File: config.mk
export PLATFORM = sky130hd
export DESIGN_NAME = srv_icache
export DESIGN_NICKNAME = d
export VERILOG_FILES = /design/src/rtl/srv_icache_pkg.sv /design/src/rtl/srv_icache_array.sv /design/src/rtl/srv_icache.sv
export SDC_FILE = /design/constraint.sdc
export NUM_CORES = 2
export LEC_CHECK = 0
export CAP_MARGIN = 40
export CORE_ASPECT_RATIO = 1.25
export CORE_MARGIN = 4
export CORE_UTILIZATION = 60
export DETAILED_ROUTE_END_ITERATION = 7
export GPL_ROUTABILITY_DRIVEN = 0
export PLACE_DENSITY = 0.86
export SKIP_CTS_REPAIR_TIMING = 1
export SLEW_MARGIN = 20
export SYNTH_ARGS = -nofsm -noshare
export SYNTH_HDL_FRONTEND = slang
export SYNTH_HIERARCHICAL = 1
export SYNTH_SLANG_ARGS = --single-unit
File: constraint.sdc
create_clock -name clk -period 14.5 [get_ports clk]
set_input_delay 2.9 -clock clk [delete_from_list [all_inputs] [get_ports clk]]
set_output_delay 2.9 -clock clk [all_outputs]
set_load 0.02 [all_outputs]
File: src/rtl/srv_icache_pkg.sv
// Shared constants, FSM state type and address helpers for the direct-mapped
// instruction cache.
package srv_icache_pkg;

    localparam int ADDR_W   = 32;
    localparam int WORD_W   = 32;
    localparam int LINE_W   = 128;
    localparam int WORDS    = 4;
    localparam int OFFS_W   = 2;

    // Byte address bit where the line address starts (word offset + byte lane).
    localparam int LINE_LSB = OFFS_W + 2;

    // Width of a line address (byte address with offset and byte lane dropped).
    localparam int LADDR_W  = ADDR_W - LINE_LSB;

    typedef enum logic [1:0] {
        IDLE = 2'd0,
        REQ  = 2'd1,
        WAIT = 2'd2
    } state_e;

    // Word address of the first word in a line, as presented to the refill port.
    function automatic logic [ADDR_W-1:0] line_word_addr(input logic [LADDR_W-1:0] line);
        return {2'b00, line, 2'b00};
    endfunction

endpackage

File: src/rtl/srv_icache_array.sv
// Flopped tag/data/valid storage for the direct-mapped instruction cache.
// One asynchronous read port, one write port, and a clear-all for the valid bits.
// Only the valid bits are reset; tag and data contents are don't-care until written.
module srv_icache_array
    import srv_icache_pkg::*;
#(
    parameter int LINES = 16,
    parameter int IDX_W = 4,
    parameter int TAG_W = 24
) (
    input  logic              clk,
    input  logic              rst_n,
    input  logic [IDX_W-1:0]  rd_idx_i,
    output logic              rd_valid_o,
    output logic [TAG_W-1:0]  rd_tag_o,
    output logic [LINE_W-1:0] rd_data_o,
    input  logic              we_i,
    input  logic [IDX_W-1:0]  wr_idx_i,
    input  logic [TAG_W-1:0]  wr_tag_i,
    input  logic [LINE_W-1:0] wr_data_i,
    input  logic              clr_i
);

    logic [LINE_W-1:0] data_q [LINES];
    logic [TAG_W-1:0]  tag_q  [LINES];
    logic [LINES-1:0]  valid_q;

    // Valid bits: clear-all wins over a same-cycle write so a pending flush
    // also drops the line being filled.
    always_ff @(posedge clk or negedge rst_n) begin
        if (!rst_n) begin
            valid_q <= '0;
        end else if (clr_i) begin
            valid_q <= '0;
        end else if (we_i) begin
            valid_q[wr_idx_i] <= 1'b1;
        end
    end

    // Tag and data payload, written on every fill; no reset needed.
    always_ff @(posedge clk) begin
        if (we_i) begin
            data_q[wr_idx_i] <= wr_data_i;
            tag_q[wr_idx_i]  <= wr_tag_i;
        end
    end

    assign rd_valid_o = valid_q[rd_idx_i];
    assign rd_tag_o   = tag_q[rd_idx_i];
    assign rd_data_o  = data_q[rd_idx_i];

endmodule

File: src/rtl/srv_icache.sv
// Blocking, direct-mapped instruction cache with a single outstanding refill.
// Hits are answered combinationally in IDLE; a miss latches the line address,
// issues one refill request and waits for the whole line to come back.
//
//   state | meaning
//   ------+--------------------------------------------------------------
//   IDLE  | serve hits combinationally; a miss latches the line, goes REQ
//   REQ   | one-cycle refill request on ext_req_o with the latched address
//   WAIT  | wait for ext_rsp_i, then write the line and return to IDLE
module srv_icache
    import srv_icache_pkg::*;
#(
    parameter int LINES    = 16,
    parameter int FLUSH_EN = 1
) (
    input  logic              clk,
    input  logic              rst_n,
    input  logic              imem_req_i,
    input  logic [ADDR_W-1:0] imem_addr_i,
    output logic [WORD_W-1:0] imem_data_o,
    output logic              imem_vld_o,
    input  logic              flush_i,
    output logic              ext_req_o,
    output logic [ADDR_W-1:0] ext_addr_o,
    input  logic              ext_rsp_i,
    input  logic [LINE_W-1:0] ext_data_i,
    output logic [15:0]       miss_cnt_o
);

    localparam int IDX_W = $clog2(LINES);
    localparam int TAG_W = ADDR_W - IDX_W - LINE_LSB;

    state_e               state_q, state_d;
    logic [LADDR_W-1:0]   line_q, line_d;
    logic [15:0]          miss_cnt_q, miss_cnt_d;
    logic                 flush_pend_q, flush_pend_d;

    logic [OFFS_W-1:0]    cpu_offs;
    logic [IDX_W-1:0]     cpu_idx;
    logic [TAG_W-1:0]     cpu_tag;
    logic                 flush_eff;
    logic                 hit;

    logic                 rd_valid;
    logic [TAG_W-1:0]     rd_tag;
    logic [LINE_W-1:0]    rd_data;
    logic                 arr_we;
    logic                 arr_clr;
    logic [IDX_W-1:0]     wr_idx;
    logic [TAG_W-1:0]     wr_tag;
    logic                 vld;

    // Byte-lane bits never select anything in a word-granular fetch.
    logic [1:0]           unused_addr_lsb;
    assign unused_addr_lsb = imem_addr_i[1:0];

    assign cpu_offs  = imem_addr_i[LINE_LSB-1:2];
    assign cpu_idx   = imem_addr_i[IDX_W+LINE_LSB-1:LINE_LSB];
    assign cpu_tag   = imem_addr_i[ADDR_W-1:IDX_W+LINE_LSB];
    assign flush_eff = (FLUSH_EN != 0) && flush_i;

    // The fill target comes from the latched line, never from the live CPU
    // address, so the CPU may wander while the refill is outstanding.
    assign wr_idx = line_q[IDX_W-1:0];
    assign wr_tag = line_q[LADDR_W-1:IDX_W];

    srv_icache_array #(
        .LINES (LINES),
        .IDX_W (IDX_W),
        .TAG_W (TAG_W)
    ) u_array (
        .clk        (clk),
        .rst_n      (rst_n),
        .rd_idx_i   (cpu_idx),
        .rd_valid_o (rd_valid),
        .rd_tag_o   (rd_tag),
        .rd_data_o  (rd_data),
        .we_i       (arr_we),
        .wr_idx_i   (wr_idx),
        .wr_tag_i   (wr_tag),
        .wr_data_i  (ext_data_i),
        .clr_i      (arr_clr)
    );

    assign hit = imem_req_i && rd_valid && (rd_tag == cpu_tag);

    // State, latched line address, miss counter and deferred-flush flag.
    always_ff @(posedge clk or negedge rst_n) begin
        if (!rst_n) begin
            state_q      <= IDLE;
            line_q       <= '0;
            miss_cnt_q   <= '0;
            flush_pend_q <= 1'b0;
        end else begin
            state_q      <= state_d;
            line_q       <= line_d;
            miss_cnt_q   <= miss_cnt_d;
            flush_pend_q <= flush_pend_d;
        end
    end

    // Next-state and array control; a flush seen mid-refill is deferred until
    // the fill lands so the returning line is discarded along with the rest.
    always_comb begin
        state_d      = state_q;
        line_d       = line_q;
        miss_cnt_d   = miss_cnt_q;
        flush_pend_d = flush_pend_q;
        vld          = 1'b0;
        arr_we       = 1'b0;
        arr_clr      = 1'b0;

        case (state_q)
            IDLE: begin
                if (flush_eff) begin
                    arr_clr = 1'b1;
                end else if (imem_req_i) begin
                    if (hit) begin
                        vld = 1'b1;
                    end else begin
                        line_d     = imem_addr_i[ADDR_W-1:LINE_LSB];
                        miss_cnt_d = miss_cnt_q + 16'd1;
                        state_d    = REQ;
                    end
                end
            end
            REQ: begin
                if (flush_eff) begin
                    flush_pend_d = 1'b1;
                end
                state_d = WAIT;
            end
            WAIT: begin
                if (flush_eff) begin
                    flush_pend_d = 1'b1;
                end
                if (ext_rsp_i) begin
                    arr_we       = 1'b1;
                    arr_clr      = flush_pend_q || flush_eff;
                    flush_pend_d = 1'b0;
                    state_d      = IDLE;
                end
            end
            default: begin
                state_d = IDLE;
            end
        endcase
    end

    assign imem_vld_o  = vld;
    assign imem_data_o = rd_data[{cpu_offs, 5'd0} +: WORD_W];
    assign ext_req_o   = (state_q == REQ);
    assign ext_addr_o  = line_word_addr(line_q);
    assign miss_cnt_o  = miss_cnt_q;

endmodule

* Yosys cells after proc, flatten, opt, wreduce, memory -nomap -nowiden
Memories as Yosys holds them, arrays and structs flattened.
Index checks and enable logic that the tools add are counted.
** Word-level totals
- Register bits after elaboration :: 63
- RAM bits :: 2432
- Input bits :: 165
- Output and inout bits :: 82
- Word-level logic and storage cells :: 56
- Memories :: 2
** Memories
- u_array.data_q :: depth 16, bits a word 128, read ports 1, clocked after Yosys merged registers in 0, write ports 1, RTL line srv_icache_array.sv:24 : logic [LINE_W-1:0] data_q [LINES];
- u_array.tag_q :: depth 16, bits a word 24, read ports 1, clocked after Yosys merged registers in 0, write ports 1, RTL line srv_icache_array.sv:25 : logic [TAG_W-1:0] tag_q [LINES];
** Operators by class
- Add/subtract/negate cells :: 1
- Magnitude comparators :: 3
- Equal/unequal tests :: 7
- Shift operators :: 1
- Mux-type cells :: 25
- Bitwise operators :: 3
- Reductions and logical operators :: 9
** Operators by type and width (number)
- $shiftx A128 B8 Y32 :: 1
- $mux W16 :: 2
- $eq A24 B24 Y1 :: 1
- $add A16 B1 Y16 const B :: 1
- $or A16 B16 Y16 :: 1
- $mux W1 :: 14
- $lt A4 B5 Y1 const B :: 2
- $mux W2 :: 4
- $ne A2 B2 Y1 const B :: 4
- $reduce_and A4 Y1 :: 2
- $pmux W2 S3 :: 1
- $bmux W1 S4 :: 1
- $demux W1 S4 :: 1
- $ge A4 B1 Y1 const B :: 1
- $pmux W1 S2 :: 2
- $reduce_bool A2 Y1 :: 2
- $logic_and A1 B1 Y1 :: 3
- $eq A2 B1 Y1 const B :: 1
- $eq A2 B2 Y1 const B :: 1
- $logic_not A2 Y1 :: 1
- $not A1 Y1 :: 2
- $logic_or A1 B1 Y1 :: 1

* Depth between registers and ports, before layout
- Depth after elaboration :: 8
- Gate-level depth with buffers :: 15
- Gate-level depth less buffers :: 9

* By module
Netlist, hierarchy kept.
** By module, submodules not included
- srv_icache_array :: times used 1, cells an instance 3814, area each 91577.8 µm², seq. area each 73430.4 µm²
- srv_icache :: times used 1, cells an instance 231, area each 3096.7 µm², seq. area each 1176.1 µm²

* Worst setup path after synthesis
No wires, ideal clock.
- Kind :: input-to-reg
- From :: input port ext_rsp_i
- To :: memory u_array.data_q[0][0], enable pin
- Setup time :: 0.849 ns
- Arrival time :: 13.910 ns
- Path slack :: -0.259 ns
- Stages :: 3
- Path buffers :: 0
- Cells stage by stage :: and2_1 > or3b_2 > nor3_1
** Between the ends
- Word-level cells in the longest chain between the ends :: 4
** RTL lines
- start: declaration :: RTL line srv_icache.sv:25 : input logic ext_rsp_i,
- $mux W1 :: RTL line srv_icache.sv:137 : if (ext_rsp_i) begin
- $mux W1 :: RTL line srv_icache.sv:113 : case (state_q)
- $mux W1 :: RTL line srv_icache_array.sv:42 : if (we_i) begin
- $mux W1 (implied by the code) :: RTL line srv_icache_array.sv:43 : data_q[wr_idx_i] <= wr_data_i;
- end: declaration :: RTL line srv_icache_array.sv:24
Every way passes these cells.

* Worst setup path in the final report
- From :: input port imem_addr_i[4]
- To :: output port imem_vld_o
** Between the ends
- Elaborated cells on any way between the ends :: 10
** RTL lines
- start: declaration :: RTL line srv_icache.sv:19 : input logic [ADDR_W-1:0] imem_addr_i,
- $mem_v2 Z16 W24
- via rd_tag[2] :: RTL line srv_icache.sv:45 : logic [TAG_W-1:0] rd_tag;
- $eq A24 B24 Y1 :: RTL line srv_icache.sv:85 : assign hit = imem_req_i && rd_valid && (rd_tag == cpu_tag);
- $logic_and A1 B1 Y1 :: RTL line srv_icache.sv:85
- $mux W1 :: RTL line srv_icache.sv:118 : if (hit) begin
- $mux W1 :: RTL line srv_icache.sv:117 : end else if (imem_req_i) begin
- $mux W1 :: RTL line srv_icache.sv:115 : if (flush_eff) begin
- $mux W1 :: RTL line srv_icache.sv:113
- end: declaration :: RTL line srv_icache.sv:21 : output logic imem_vld_o,
The timed path passes the listed nets, and every way through them passes these cells. The select of a mux whose other input is x is not followed.

==> results <==
- The run finished with clean final reports.
- The cell area after layout is 107,400 sq um.
- The clock net in this run drives a total of 2,495 sinks.
- Of the cells placed in the final design, the portion with a size suffix greater than 1 is 0.2430.
- The per-instance average area after synthesis is 23.41 sq um.
- The ratio of final minimum period to clock period is 0.7416.
- The maximum clock path buffer count is 3.
- The largest individual stage delay along the critical path comes from the cell buf_4.
- Dividing total power by cell area gives a power density of 149.0 nW/um^2.
- The classification of the worst-slack hold path is reg -> reg.
- In the global route stage, overall resource usage came out at 0.3464.
- The endpoint identified for the worst register-to-register timing path is u_array/data_q[5][59].
- At the pin with the least slew margin, the transition time is 1210 ps.
- The first global-routing pass estimated 395,600 um of wire.
- The startpoint of the worst hold path is miss_cnt_o[15].
- The iteration count of the initial detailed-routing pass is 6.
- The combined area of the multi-input logic cells is 18,960 sq um.
- The total of max-cap violations is 0.
- Wires add up to 291,200 um.
- The filler cells instantiated in the layout total 8,500.
- The kind of end point of the critical path is an output port.
- The post-place setup slack is 4010 ps.
- Among all flip-flop cells after synthesis, the most frequent one is edfxtp_1.
- The critical path is of the in -> out type.
- Entering global routing, the biggest net connects 119 pins.
- The worst register-to-register path begins at state_q[0].
- After synthesis, the netlist uses 43 different library cells.
- After synthesis, the most frequently instantiated cells are edfxtp_1, mux4_2, a22oi_1.
- The static leakage power is 0.03382 uW.
- The CTS tree is yes.
- The total number of vias is 50.36k.
- The residual DRC count is 0.
- The H-tree level count is 4.
- The floorplan die width is 363.3 um.
- After synthesis, the cell types taking the most area are edfxtp_1, mux4_2, a22oi_1, dfrtp_1, nand2_1.
- Buffers placed on the I/O ports in this run total 240.
- The share of synthesized area in the top cell type comes to 0.7714.
- The worst clock skew is 35.04 ps.
- Counting flops with a built-in enable in the synthesized netlist gives 2,432.
- The via density per instance is 7.538.
- For flop-to-flop paths, the worst setup slack is 10,150 ps.
- The final HPWL from detailed placement is 139,200 um.
- Counting cells, the worst reg-to-reg path comes to 9.
- The global-route congestion overflow total is 0.
- The via count of the first global-routing pass is 50.28k.
- For this configuration, the core starts out at a cell density of 0.6050.
- In the final routed layout, each cell accounts on average for 43.59 um.
- The clock period minus worst slack is 10,750 ps.
- Setup repair after global routing left no endpoint under its margin.
- Once detail routing completed, the nets flagged for antenna violations numbered 0.
- Setup violations remaining at the end of the flow were counted as 0.
- The full die area is 164,200 sq um.
- The synthesized cell area is 94,670 sq um.
- The worst pin sits at a relative slew slack of 0.1933.
- Across all setup checks in the final design, the least slack found is 3746 ps.
- The utilization after layout is 0.6865.
- The initial antenna violation count is 52.
- The area growth from synthesis to layout is 13.47%.
- Traced cell by cell, the critical path runs through buf_8 -> buf_4 -> mux4_2 -> a22oi_1 -> nand2_1 -> xnor2_1 -> nand4_1 -> nor4_2 -> nand3_1 -> nor3_1 -> clkdlybuf4s50_1.
- The worst setup path is launched from an input port.
- The kind of cell adding the most delay to the critical path is buffers and inverters.
- The final layout contains 4,564 nets.
- Counting instances, the worst hold path has a depth of 1.
- The root buffer cell chosen for the clock tree is clkbuf_16.
- The final max-slew violation count came to 0.
- After detailed placement, the total cell area comes to 99,840 sq um.
- edfxtp_1 takes more of the synthesized area than any other cell.
- After floorplanning, the core was divided into 162 placement rows.
- The CTS buffer count is 216.
- The number of hold violations in the final report is 0.
- In the final timing run, aggregate negative setup slack is 0 ps.
- For this block, the initial DRC count from the detailed router was 9,555.
- Synthesis handed over a netlist of 4,045 instances.
- After clock tree synthesis, the clock-pin slew on the worst setup and hold paths is 60 ps.
- After synthesis, the share of flip-flops with an asynchronous set or reset is 0.02525.
- The worst hold path terminates at miss_cnt_o[15].
- The number of flip-flops and latches in the synthesized netlist is 2,495.
- The arrival time at the worst endpoint is 7850 ps.
- Based on the critical path, the design can be clocked at up to 92.99 MHz.
- The longest individual stage delay on the worst path is 760 ps.
- IR analysis of the VDD net gives a maximum drop of 0.0001245 V.
- For this design the top-level I/O count stands at 247.
- The combined flip-flop and latch cell area is 74,610 sq um.
- The worst-skew pair later-pin latency is 880 ps.
- The worst path required time is 11,600 ps.
- The core outline area is 156,500 sq um.
- In this run the vertical extent of the chip is 452.1 um.
- The number of buffers and inverters on the critical path is 3.
- The count of synthesis-stage warnings from yosys is 6.
- The share of synthesized area occupied by flip-flops and latches is 0.7880.
- Of all nets on the critical path, the largest fanout is 69.
- Yosys instantiated no cell more often than edfxtp_1.
## area by class of cell
type	instances	share of cell area
Antenna cell	49	0.001141
Clock buffer	252	0.05236
Clock inverter	153	0.01483
Inverter	6	0.0002096
Multi-Input combinational cell	1323	0.1765
Sequential cell	2495	0.6945
Tap cell	2050	0.02388
Timing Repair Buffer	352	0.03659
## worst max-delay path by stage
stage | from | to | depth (start not counted)
6_report | imem_addr_i[4] | imem_vld_o | 11
5_1_grt | imem_addr_i[4] | imem_vld_o | 11
4_1_cts | imem_addr_i[4] | imem_data_o[20] | 8
3_5_place_dp | imem_addr_i[4] | imem_data_o[18] | 8
3_3_place_gp | imem_addr_i[6] | imem_vld_o | 11
2_1_floorplan | ext_rsp_i | u_array/data_q[3][0] | 3
## cells in the final DEF (no fill, tap or decap), types with 28 or more instances in the layout
cell / n
o22ai_1: 50
nor2_1: 51
clkdlybuf4s50_1: 234
bufinv_16: 28
nand2_1: 141
diode_2: 49
clkbuf_16: 220
mux2_1: 31
clkinv_2: 47
mux4_2: 638
dfrtp_1: 63
edfxtp_1: 2432
a22oi_1: 256
buf_4: 69
clkbuf_1: 32
clkinv_1: 53
## registers in the layout (all words and copies together), names as in the netlist
signal and flops:
line_q 28, flush_pend_q 1, miss_cnt_o 16, u_array/tag_q 384
u_array/valid_q 16, u_array/data_q 2048, state_q 2
## routing by layer
layer | share of wire | up-vias | global-route usage | wire (um)
li1 | - | 18048 | - | -
met1 | 0.29 | 25515 | 0.4345 | 84680
met2 | 0.49 | 5579 | 0.5500 | 142900
met5 | 0.00089 | - | 0 | 259
met4 | 0.080 | 30 | 0.2162 | 23320
met3 | 0.14 | 1184 | 0.08785 | 39990
## stage by stage
step | hold slack, ps | cells | power, uW
final | 466.4 | 6680 | 16000
after global routing | 493.9 | 6660 | 16400
after CTS | 475.9 | 6621 | 15910
after detailed placement | 463.9 | 6216 | 9943
after global placement | 459.6 | 6194 | 9840
after floorplan | 457.3 | 4048 | 9315
## logic make-up (layout without fill, tap and decap cells)
logic type               after synthesis  after routing  synth area share
adder cells (fa/ha/maj)                5              5         0.0006608
other                                  1             53        0.00003961
buffers and inverters                230            763           0.01353
XOR/XNOR                              39             39          0.003608
AND/OR/NAND/NOR                      260            260           0.01192
flip-flops                          2495           2495            0.7880
multiplexers                         681            681            0.1568
AO/OA/AOI/OAI                        334            334           0.02540
## power breakdown
group	leakage [uW]	switching, uW	internal (uW)
registers	0.0227	296	8310
logic	0.00763	828	487
clock network	0.00352	2790	3290
Note: power is estimated with default switching activity, not from simulation.
